===== src/rtl/i2c_pkg.sv =====
// Shared I2C definitions: receiver state encoding, R/W bit values and the
// default target address also used by the write controller's configuration data.
package i2c_pkg;

    localparam logic       I2C_WRITE          = 1'b0;
    localparam logic       I2C_READ           = 1'b1;
    localparam logic [6:0] DEFAULT_SLAVE_ADDR = 7'h1A;

    localparam logic [2:0] S_IDLE     = 3'd0;
    localparam logic [2:0] S_ADDR     = 3'd1;
    localparam logic [2:0] S_ADDR_ACK = 3'd2;
    localparam logic [2:0] S_REG      = 3'd3;
    localparam logic [2:0] S_REG_ACK  = 3'd4;
    localparam logic [2:0] S_DATA     = 3'd5;
    localparam logic [2:0] S_DATA_ACK = 3'd6;
    localparam logic [2:0] S_IGNORE   = 3'd7;

    typedef enum logic [2:0] {
        ST_IDLE     = S_IDLE,
        ST_ADDR     = S_ADDR,
        ST_ADDR_ACK = S_ADDR_ACK,
        ST_REG      = S_REG,
        ST_REG_ACK  = S_REG_ACK,
        ST_DATA     = S_DATA,
        ST_DATA_ACK = S_DATA_ACK,
        ST_IGNORE   = S_IGNORE
    } state_t;

    // Address ACK leads to the register pointer; every later ACK leads to data.
    function automatic state_t ack_next(input state_t s);
        return (s == ST_ADDR_ACK) ? ST_REG : ST_DATA;
    endfunction

endpackage


===== src/rtl/i2c_bus_sync.sv =====
// Synchronises SCL/SDA into the system clock and produces registered
// START, STOP, SCL rise and SCL fall pulses plus the matching SDA level.
module i2c_bus_sync (
    input  logic i_clk,
    input  logic i_rst_n,
    input  logic i_scl,
    input  logic i_sda,
    output logic o_sda,
    output logic o_start,
    output logic o_stop,
    output logic o_scl_rise,
    output logic o_scl_fall
);

    logic r_scl_meta, r_scl_sync, r_scl_hist;
    logic r_sda_meta, r_sda_sync, r_sda_hist;
    logic r_start, r_stop, r_scl_rise, r_scl_fall;

    // Flops reset high so an idle bus produces no spurious edges after reset.
    always_ff @(posedge i_clk or negedge i_rst_n) begin
        if (!i_rst_n) begin
            r_scl_meta <= 1'b1;
            r_scl_sync <= 1'b1;
            r_scl_hist <= 1'b1;
            r_sda_meta <= 1'b1;
            r_sda_sync <= 1'b1;
            r_sda_hist <= 1'b1;
            r_start    <= 1'b0;
            r_stop     <= 1'b0;
            r_scl_rise <= 1'b0;
            r_scl_fall <= 1'b0;
        end else begin
            r_scl_meta <= i_scl;
            r_scl_sync <= r_scl_meta;
            r_scl_hist <= r_scl_sync;
            r_sda_meta <= i_sda;
            r_sda_sync <= r_sda_meta;
            r_sda_hist <= r_sda_sync;
            r_start    <= r_scl_sync & r_scl_hist &  r_sda_hist & ~r_sda_sync;
            r_stop     <= r_scl_sync & r_scl_hist & ~r_sda_hist &  r_sda_sync;
            r_scl_rise <=  r_scl_sync & ~r_scl_hist;
            r_scl_fall <= ~r_scl_sync &  r_scl_hist;
        end
    end

    // r_sda_hist holds the level the pulses were computed from, one clock later.
    assign o_sda      = r_sda_hist;
    assign o_start    = r_start;
    assign o_stop     = r_stop;
    assign o_scl_rise = r_scl_rise;
    assign o_scl_fall = r_scl_fall;

endmodule


===== src/rtl/i2c_receiver.sv =====
// Write-only I2C target: accepts address+W, register pointer and a burst of
// data bytes, ACKs each byte and strobes every data byte out with its pointer.
module i2c_receiver
    import i2c_pkg::*;
#(
    parameter logic [6:0] SLAVE_ADDR = DEFAULT_SLAVE_ADDR,
    parameter int         DATA_WIDTH = 8
) (
    input  logic                  CLK_50MHZ,
    input  logic                  RESET,
    input  logic                  I2C_SCL,
    input  logic                  I2C_SDA_IN,
    output logic                  I2C_SDA_EN,
    output logic [DATA_WIDTH-1:0] REG_ADDR,
    output logic [DATA_WIDTH-1:0] DATA,
    output logic                  DATA_VALID,
    output logic                  BUSY,
    output logic                  ERROR_LED
);

    logic w_sda, w_start, w_stop, w_scl_rise, w_scl_fall;
    logic [DATA_WIDTH-1:0] w_byte;

    state_t                r_state;
    logic [2:0]            r_bit_cnt;
    logic [DATA_WIDTH-1:0] r_shift;
    logic                  r_ack_phase;

    i2c_bus_sync u_bus_sync (
        .i_clk      (CLK_50MHZ),
        .i_rst_n    (RESET),
        .i_scl      (I2C_SCL),
        .i_sda      (I2C_SDA_IN),
        .o_sda      (w_sda),
        .o_start    (w_start),
        .o_stop     (w_stop),
        .o_scl_rise (w_scl_rise),
        .o_scl_fall (w_scl_fall)
    );

    assign w_byte = {r_shift[DATA_WIDTH-2:0], w_sda};

    always_ff @(posedge CLK_50MHZ or negedge RESET) begin
        if (!RESET) begin
            r_state     <= ST_IDLE;
            r_bit_cnt   <= '0;
            r_shift     <= '0;
            r_ack_phase <= 1'b0;
            I2C_SDA_EN  <= 1'b1;
            REG_ADDR    <= '0;
            DATA        <= '0;
            DATA_VALID  <= 1'b0;
            BUSY        <= 1'b0;
            ERROR_LED   <= 1'b0;
        end else begin
            DATA_VALID <= 1'b0;
            if (w_stop) begin
                r_state     <= ST_IDLE;
                r_bit_cnt   <= '0;
                r_ack_phase <= 1'b0;
                I2C_SDA_EN  <= 1'b1;
                BUSY        <= 1'b0;
                // The SCL rise that sets up a STOP is always counted as one bit,
                // so only two or more counted bits mean a byte was cut short.
                if (r_bit_cnt > 3'd1) begin
                    ERROR_LED <= 1'b1;
                end
            end else if (w_start) begin
                r_state     <= ST_ADDR;
                r_bit_cnt   <= '0;
                r_ack_phase <= 1'b0;
                I2C_SDA_EN  <= 1'b1;
            end else begin
                case (r_state)
                    ST_ADDR: begin
                        if (w_scl_rise) begin
                            r_shift   <= w_byte;
                            r_bit_cnt <= r_bit_cnt + 3'd1;
                            if (r_bit_cnt == 3'd7) begin
                                r_bit_cnt <= '0;
                                if (w_byte[7:1] != SLAVE_ADDR) begin
                                    BUSY    <= 1'b0;
                                    r_state <= ST_IGNORE;
                                end else if (w_byte[0] == I2C_READ) begin
                                    ERROR_LED <= 1'b1;
                                    BUSY      <= 1'b0;
                                    r_state   <= ST_IGNORE;
                                end else begin
                                    BUSY    <= 1'b1;
                                    r_state <= ST_ADDR_ACK;
                                end
                            end
                        end
                    end
                    ST_REG: begin
                        if (w_scl_rise) begin
                            r_shift   <= w_byte;
                            r_bit_cnt <= r_bit_cnt + 3'd1;
                            if (r_bit_cnt == 3'd7) begin
                                r_bit_cnt <= '0;
                                REG_ADDR  <= w_byte;
                                r_state   <= ST_REG_ACK;
                            end
                        end
                    end
                    ST_DATA: begin
                        if (w_scl_rise) begin
                            r_shift   <= w_byte;
                            r_bit_cnt <= r_bit_cnt + 3'd1;
                            if (r_bit_cnt == 3'd7) begin
                                r_bit_cnt  <= '0;
                                DATA       <= w_byte;
                                DATA_VALID <= 1'b1;
                                r_state    <= ST_DATA_ACK;
                            end
                        end
                    end
                    // First fall after the byte starts the ACK, the next ends it,
                    // so SDA only ever changes while SCL is low.
                    ST_ADDR_ACK, ST_REG_ACK, ST_DATA_ACK: begin
                        if (w_scl_fall) begin
                            if (!r_ack_phase) begin
                                I2C_SDA_EN  <= 1'b0;
                                r_ack_phase <= 1'b1;
                            end else begin
                                I2C_SDA_EN  <= 1'b1;
                                r_ack_phase <= 1'b0;
                                r_state     <= ack_next(r_state);
                                if (r_state == ST_DATA_ACK) begin
                                    REG_ADDR <= REG_ADDR + 1'b1;
                                end
                            end
                        end
                    end
                    default: begin
                    end
                endcase
            end
        end
    end

endmodule

===== config.mk =====
export PLATFORM = sky130hd
export DESIGN_NAME = i2c_receiver
export DESIGN_NICKNAME = d
export VERILOG_FILES = /design/src/rtl/i2c_pkg.sv /design/src/rtl/i2c_bus_sync.sv /design/src/rtl/i2c_receiver.sv
export SDC_FILE = /design/constraint.sdc
export NUM_CORES = 1
export LEC_CHECK = 0
export BUFFER_PORTS_ARGS = -buffer_cell sky130_fd_sc_hd__buf_2
export CAP_MARGIN = 15
export CELL_PAD_IN_SITES_DETAIL_PLACEMENT = 0
export CELL_PAD_IN_SITES_GLOBAL_PLACEMENT = 1
export CORE_ASPECT_RATIO = 0.9
export CORE_MARGIN = 2
export CORE_UTILIZATION = 46
export DETAILED_ROUTE_END_ITERATION = 16
export PLACE_DENSITY = 0.75
export SLEW_MARGIN = 40
export SYNTH_ARGS = -nofsm -noshare
export SYNTH_HDL_FRONTEND = slang
export SYNTH_SLANG_ARGS = --single-unit

===== constraint.sdc =====
create_clock -name CLK_50MHZ -period 1.9 [get_ports CLK_50MHZ]
set_clock_uncertainty 0.05 [all_clocks]
set_input_delay 0 -clock CLK_50MHZ [delete_from_list [all_inputs] [get_ports CLK_50MHZ]]
set_output_delay 0 -clock CLK_50MHZ [all_outputs]
set_load 0.03 [all_outputs]

# Word level (Yosys, flattened, before mapping)
# Cells that the tools add are included.
[totals]
out_inout_bits = 20
memories = 0
input_bits = 4
latch_bits = 0
word_cells = 135
mem_bits_ro = 0
mem_bits_rw = 0
regBits = 44
[op_classes]
n_mux = 55
mul = 0
bitwise_logic = 13
n_shift = 0
eq_ne = 24
n_lt_le_gt_ge = 1
reduce_logical = 20
n_div = 0
n_addsub = 2
[op_table]
columns = ["operator", "n"]
rows = [
  ["3-bit two-way mux", 18],
  ["8-bit two-way mux", 5],
  ["1-bit two-way mux", 30],
  ["4-bit by 1-bit != test with 1-bit output (second input constant)", 4],
  ["4-bit by 2-bit != test with 1-bit output (second input constant)", 4],
  ["8-bit case mux with 2 select lines", 1],
  ["3-bit equality test (second input constant)", 4],
  ["3-bit case mux with 4 select lines", 1],
  ["3-bit nonzero test", 4],
  ["2-bit != test (second input constant)", 5],
  ["2-bit nonzero test", 5],
  ["9-bit AND reduction", 1],
  ["8-bit by 1-bit adder with 8-bit output (second input constant)", 1],
  ["4-bit AND reduction", 2],
  ["8-bit AND reduction", 1],
  ["1-bit AND", 7],
  ["7-bit by 5-bit != test with 1-bit output (second input constant)", 1],
  ["7-bit AND reduction", 1],
  ["3-bit by 2-bit equality test with 1-bit output (second input constant)", 2],
  ["2-bit by 1-bit != test with 1-bit output (second input constant)", 3],
  ["1-bit inverter", 6],
  ["6-bit nonzero test", 1],
  ["3-bit OR reduction", 2],
  ["5-bit AND reduction", 1],
  ["4 further kinds", 5],
]

# Longest topological paths before layout
[depth]
ltp_word = 7
ltp_mapped = 7
mapped_depth_nobuf = 6

# Hierarchy
# A second synthesis with hierarchy kept.
[hier_totals]
cells_unflattened = 163
hier_area_um2 = 1975.6
[by_module_without_submodules]
columns = ["mod", "cells_per_inst", "seq_area_each_um2", "n_inst", "area_each_um2"]
rows = [
  ["i2c_receiver", 149, 852.1, 1, 1682.9],
  ["i2c_bus_sync", 14, 257.7, 1, 292.8],
]

# Worst setup path before layout
# Ideal clock, no wire load.
[synth_path]
kind = "flip-flop to flip-flop"
start = "reg r_bit_cnt[0]"
end = "reg REG_ADDR[7]"
stages_incl_launch_ff = 8
arrival_ps = 1510
synth_period_minus_slack_ps = 1688
path_buffers = 1
slack_ps = 212
t_required_ps = 1722
path_cell_list = "dfrtp_1 -> ha_1 -> ha_1 -> and4b_1 -> buf_4 -> o211a_4 -> a21oi_1 -> a21oi_1"
[synth_via]
elab_chain_len = 3
[synth_lines]
columns = ["element", "line_no", "rtl"]
rows = [
  ["from (decl)", "i2c_receiver.sv:25", "logic [2:0] r_bit_cnt;"],
  ["from (signal assigned)", "i2c_receiver.sv:78", "r_bit_cnt <= r_bit_cnt + 3'd1;"],
  ["from (signal assigned)", "i2c_receiver.sv:98", "r_bit_cnt <= r_bit_cnt + 3'd1;"],
  ["from (signal assigned)", "i2c_receiver.sv:109", "r_bit_cnt <= r_bit_cnt + 3'd1;"],
  ["3-bit equality test", "i2c_receiver.sv:99", "if (r_bit_cnt == 3'd7) begin"],
  ["2-bit != test (no line)", "n/a", ""],
  ["8-bit AND reduction (no line)", "n/a", ""],
  ["to (signal assigned)", "i2c_receiver.sv:101", "REG_ADDR <= w_byte;"],
  ["to (signal assigned)", "i2c_receiver.sv:130", "REG_ADDR <= REG_ADDR + 1'b1;"],
  ["to (decl)", "i2c_receiver.sv:14", "output logic [DATA_WIDTH-1:0] REG_ADDR,"],
]
# Every way passes these cells.
# A chain may end at the register's enable or synchronous reset.

# Final worst setup path
[layout_path]
start = "reg r_bit_cnt[0]"
end = "reg DATA[3]"
[layout_via]
elab_chain_len = 2
[layout_lines]
columns = ["element", "line_no", "rtl"]
rows = [
  ["3-bit equality test", "i2c_receiver.sv:110", "if (r_bit_cnt == 3'd7) begin"],
  ["5-bit AND reduction (no line)", "n/a", ""],
  ["to (signal assigned)", "i2c_receiver.sv:112", "DATA <= w_byte;"],
  ["to (decl)", "i2c_receiver.sv:15", "output logic [DATA_WIDTH-1:0] DATA,"],
]
# Every way passes these cells.

==> impl_metrics.json <==
{
  "boundaryPins": 24,
  "path_clk_slew_ns": 0.10,
  "fin_ws_ns": 0.113,
  "p_leak_nw": 1.12,
  "diodes": 0,
  "coreArea_um2": 4160,
  "die_h_um": 66.9,
  "yosys_warnings": 0,
  "end_kind": "register",
  "ys.flop_type": "dfrtp_1",
  "ant_nets": 0,
  "drt_pass1_iterations": 4,
  "insertion_delay_ns": 0.30,
  "h-tree-depth": 2,
  "grt.total_usage": 0.189,
  "clock_path_buffers": 2,
  "portBuffers": 23,
  "start_util": 0.486,
  "num_vias": 1451,
  "worstMarginPinSlew_ns": 0.556,
  "slew_headroom": 0.624,
  "dpl-instance-area_um2": 2200,
  "cts.sinks": 44,
  "worstPathArrival_ns": 1.92,
  "layout.nets": 215,
  "syn_avg_cell_area_um2": 11.8,
  "dr.first_iter.drc_count": 124,
  "grt_start_max_net_pins": 45,
  "rows": 22,
  "dp_slack_ns": 0.0907,
  "fin_area_um2": 2380,
  "synth-edff-count": 0,
  "vdd_drop_max_mv": 0.729,
  "dp_cells": 253,
  "post_drt_wl_per_cell_um": 15.4,
  "r2r_end": "DATA[3]",
  "synth_seq_cells": 44,
  "final_cells": 268,
  "maxCapViolCount": 0,
  "viasPerCell": 5.41,
  "grt_overflow": 0,
  "hold_violations": 0,
  "syn_inst": 171,
  "first_global_vias": 1401,
  "ff2ff_setup_slack_ns": 0.11,
  "path_max_fanout": 9,
  "fmax_ghz": 0.560,
  "antenna_found_initial": 0,
  "reg2regPathDepth": 5,
  "tns_ns": 0,
  "synth_nets": 179,
  "start_kind": "register",
  "die_area_um2": 4940,
  "final_util": 0.572,
  "hp-class": "input pin to asynchronous set/reset pin",
  "dp.final_hpwl_um": 2850,
  "layout-drive-gt1-share": 0.341,
  "setup_viol": 0,
  "place.gp.congestion": 0.860,
  "report.final.slew_viol_count": 0,
  "power_density_nw_per_um2": 958,
  "fin_crit_sh": 0.940,
  "cts_buffers": 5,
  "grt_setup_unrepaired": "no",
  "ys_seq_area_frac": 0.549,
  "synth_cell_types": 42,
  "criticalPathCategory": "register to register",
  "syn_to_final_growth_pct": 17.7,
  "cts_tree": "done",
  "status": "finished, final reports clean",
  "required_ns": 2.04,
  "period_needed_ns": 1.79,
  "grt_pass1_wl_um": 6810,
  "synth.cell_area_um2": 2020,
  "cts.root.buffer_cell": "clkbuf_8",
  "drc": 0,
  "async_flop_share": 1.00,
  "dieWidth_um": 73.9,
  "wirelength_um": 4140,
  "timing.rr.start": "r_bit_cnt[0]"
}
placed cells by master (no fill, tap or decap), drive strengths merged, types with 3 or more instances in the layout:
master	instances
dfrtp	37
buf	32
a21oi	16
mux2	15
nand2	13
nor2	12
nand3	10
o21ai	8
dfstp	7
clkbuf	5
inv	5
a2bb2oi	4
ha	4
nor2b	3
xor2	3
dlygate4sd3	3
nand4	3
synthesized netlist by cell type (all sizes together), types with 2 or more instances:
cell,number,area share
mux2,15,0.084
nand3,10,0.031
nand2,13,0.024
o21ai,8,0.020
nor3b,2,0.0074
nor2,12,0.026
buf,5,0.021
nor2b,3,0.0093
o22ai,2,0.0062
o211ai,2,0.014
ha,4,0.025
and3,2,0.0068
and4b,2,0.0099
a21oi,16,0.040
dfrtp,37,0.46
inv,4,0.0074
a2bb2oi,4,0.017
xor2,3,0.013
mux2i,2,0.0099
o21bai,2,0.0074
dfstp,7,0.091
nand4,3,0.012
cells by family (layout without fill, tap and decap cells):
| logic type | after synthesis | in the layout | share of synthesized area |
|---|---|---|---|
| simple gates | 53 | 53 | 0.151 |
| flops | 44 | 44 | 0.549 |
| compound gates | 40 | 40 | 0.138 |
| mux | 17 | 17 | 0.0935 |
| buf+inv | 10 | 47 | 0.0303 |
| fa+ha+maj | 4 | 4 | 0.0248 |
| xor+xnor | 3 | 3 | 0.0130 |
per-stage QoR:
step | hold WS [ns] | power, W
CTS | 0.266 | 0.00230
global placement | 0.0486 | 0.00152
global route | 0.299 | 0.00239
finish | 0.233 | 0.00228
detailed placement | 0.0577 | 0.00155
floorplan | -0.346 | 0.00140
worst max-delay path by stage:
stage                             from           to  slack [ns]  depth (start not counted)
after global placement    r_bit_cnt[0]  REG_ADDR[4]        0.15                          6
after global routing      r_bit_cnt[0]  REG_ADDR[4]        0.02                          6
after detailed placement  r_bit_cnt[0]  REG_ADDR[4]        0.09                          6
after CTS                 r_bit_cnt[0]  REG_ADDR[4]        0.07                          6
after floorplan           r_bit_cnt[0]  REG_ADDR[7]        0.21                          7
final                     r_bit_cnt[0]      DATA[3]        0.11                          5
worst max-delay path, cell delays in order, from the launching register on:
cell     delay, ns
dfrtp_1       0.43
ha_1          0.22
ha_1          0.20
and3_2        0.25
nand3_4       0.16
mux2_2        0.35
report_power, final:
group          internal (W)  switching (W)  leakage [nW]  total (W)
registers           0.00105       0.000147         0.573    0.00120
logic              0.000172       0.000164         0.495   0.000336
clock network      0.000396       0.000348        0.0548   0.000744
routing by layer:
| layer | share of wire | wire [um] | track usage |
|---|---|---|---|
| met1 | 0.49 | 2010 | 0.265 |
| met4 | 0.011 | 47 | 0.0818 |
| met2 | 0.46 | 1910 | 0.285 |
| met5 | 0 | 0 | 0 |
| met3 | 0.042 | 172 | 0.0378 |
area by class of cell:
class	instances	area, um^2
clock inverters	3	46.3
repair buffers	35	213
flip-flops and latches	44	1110
multi-input cells	117	851
clock buffers	5	68.8
fillers	348	1780
well taps	60	75.1
inverters	4	15.0
registers in the layout, indices dropped and copies added (netlist names), 3 cells and up:
signal and cells:
r_state 3, REG_ADDR 8, r_bit_cnt 3, DATA 8, r_shift 7
repair_timing:
action / in CTS / in global routing
gates resized for setup: 0 / 1
endpoints found under the hold margin: 39 / 0
hold buffers: 3 / 0
buffers inserted: 0 / 4
setup endpoints to repair: 0 / 6
Power figures use the tool's default switching activity.
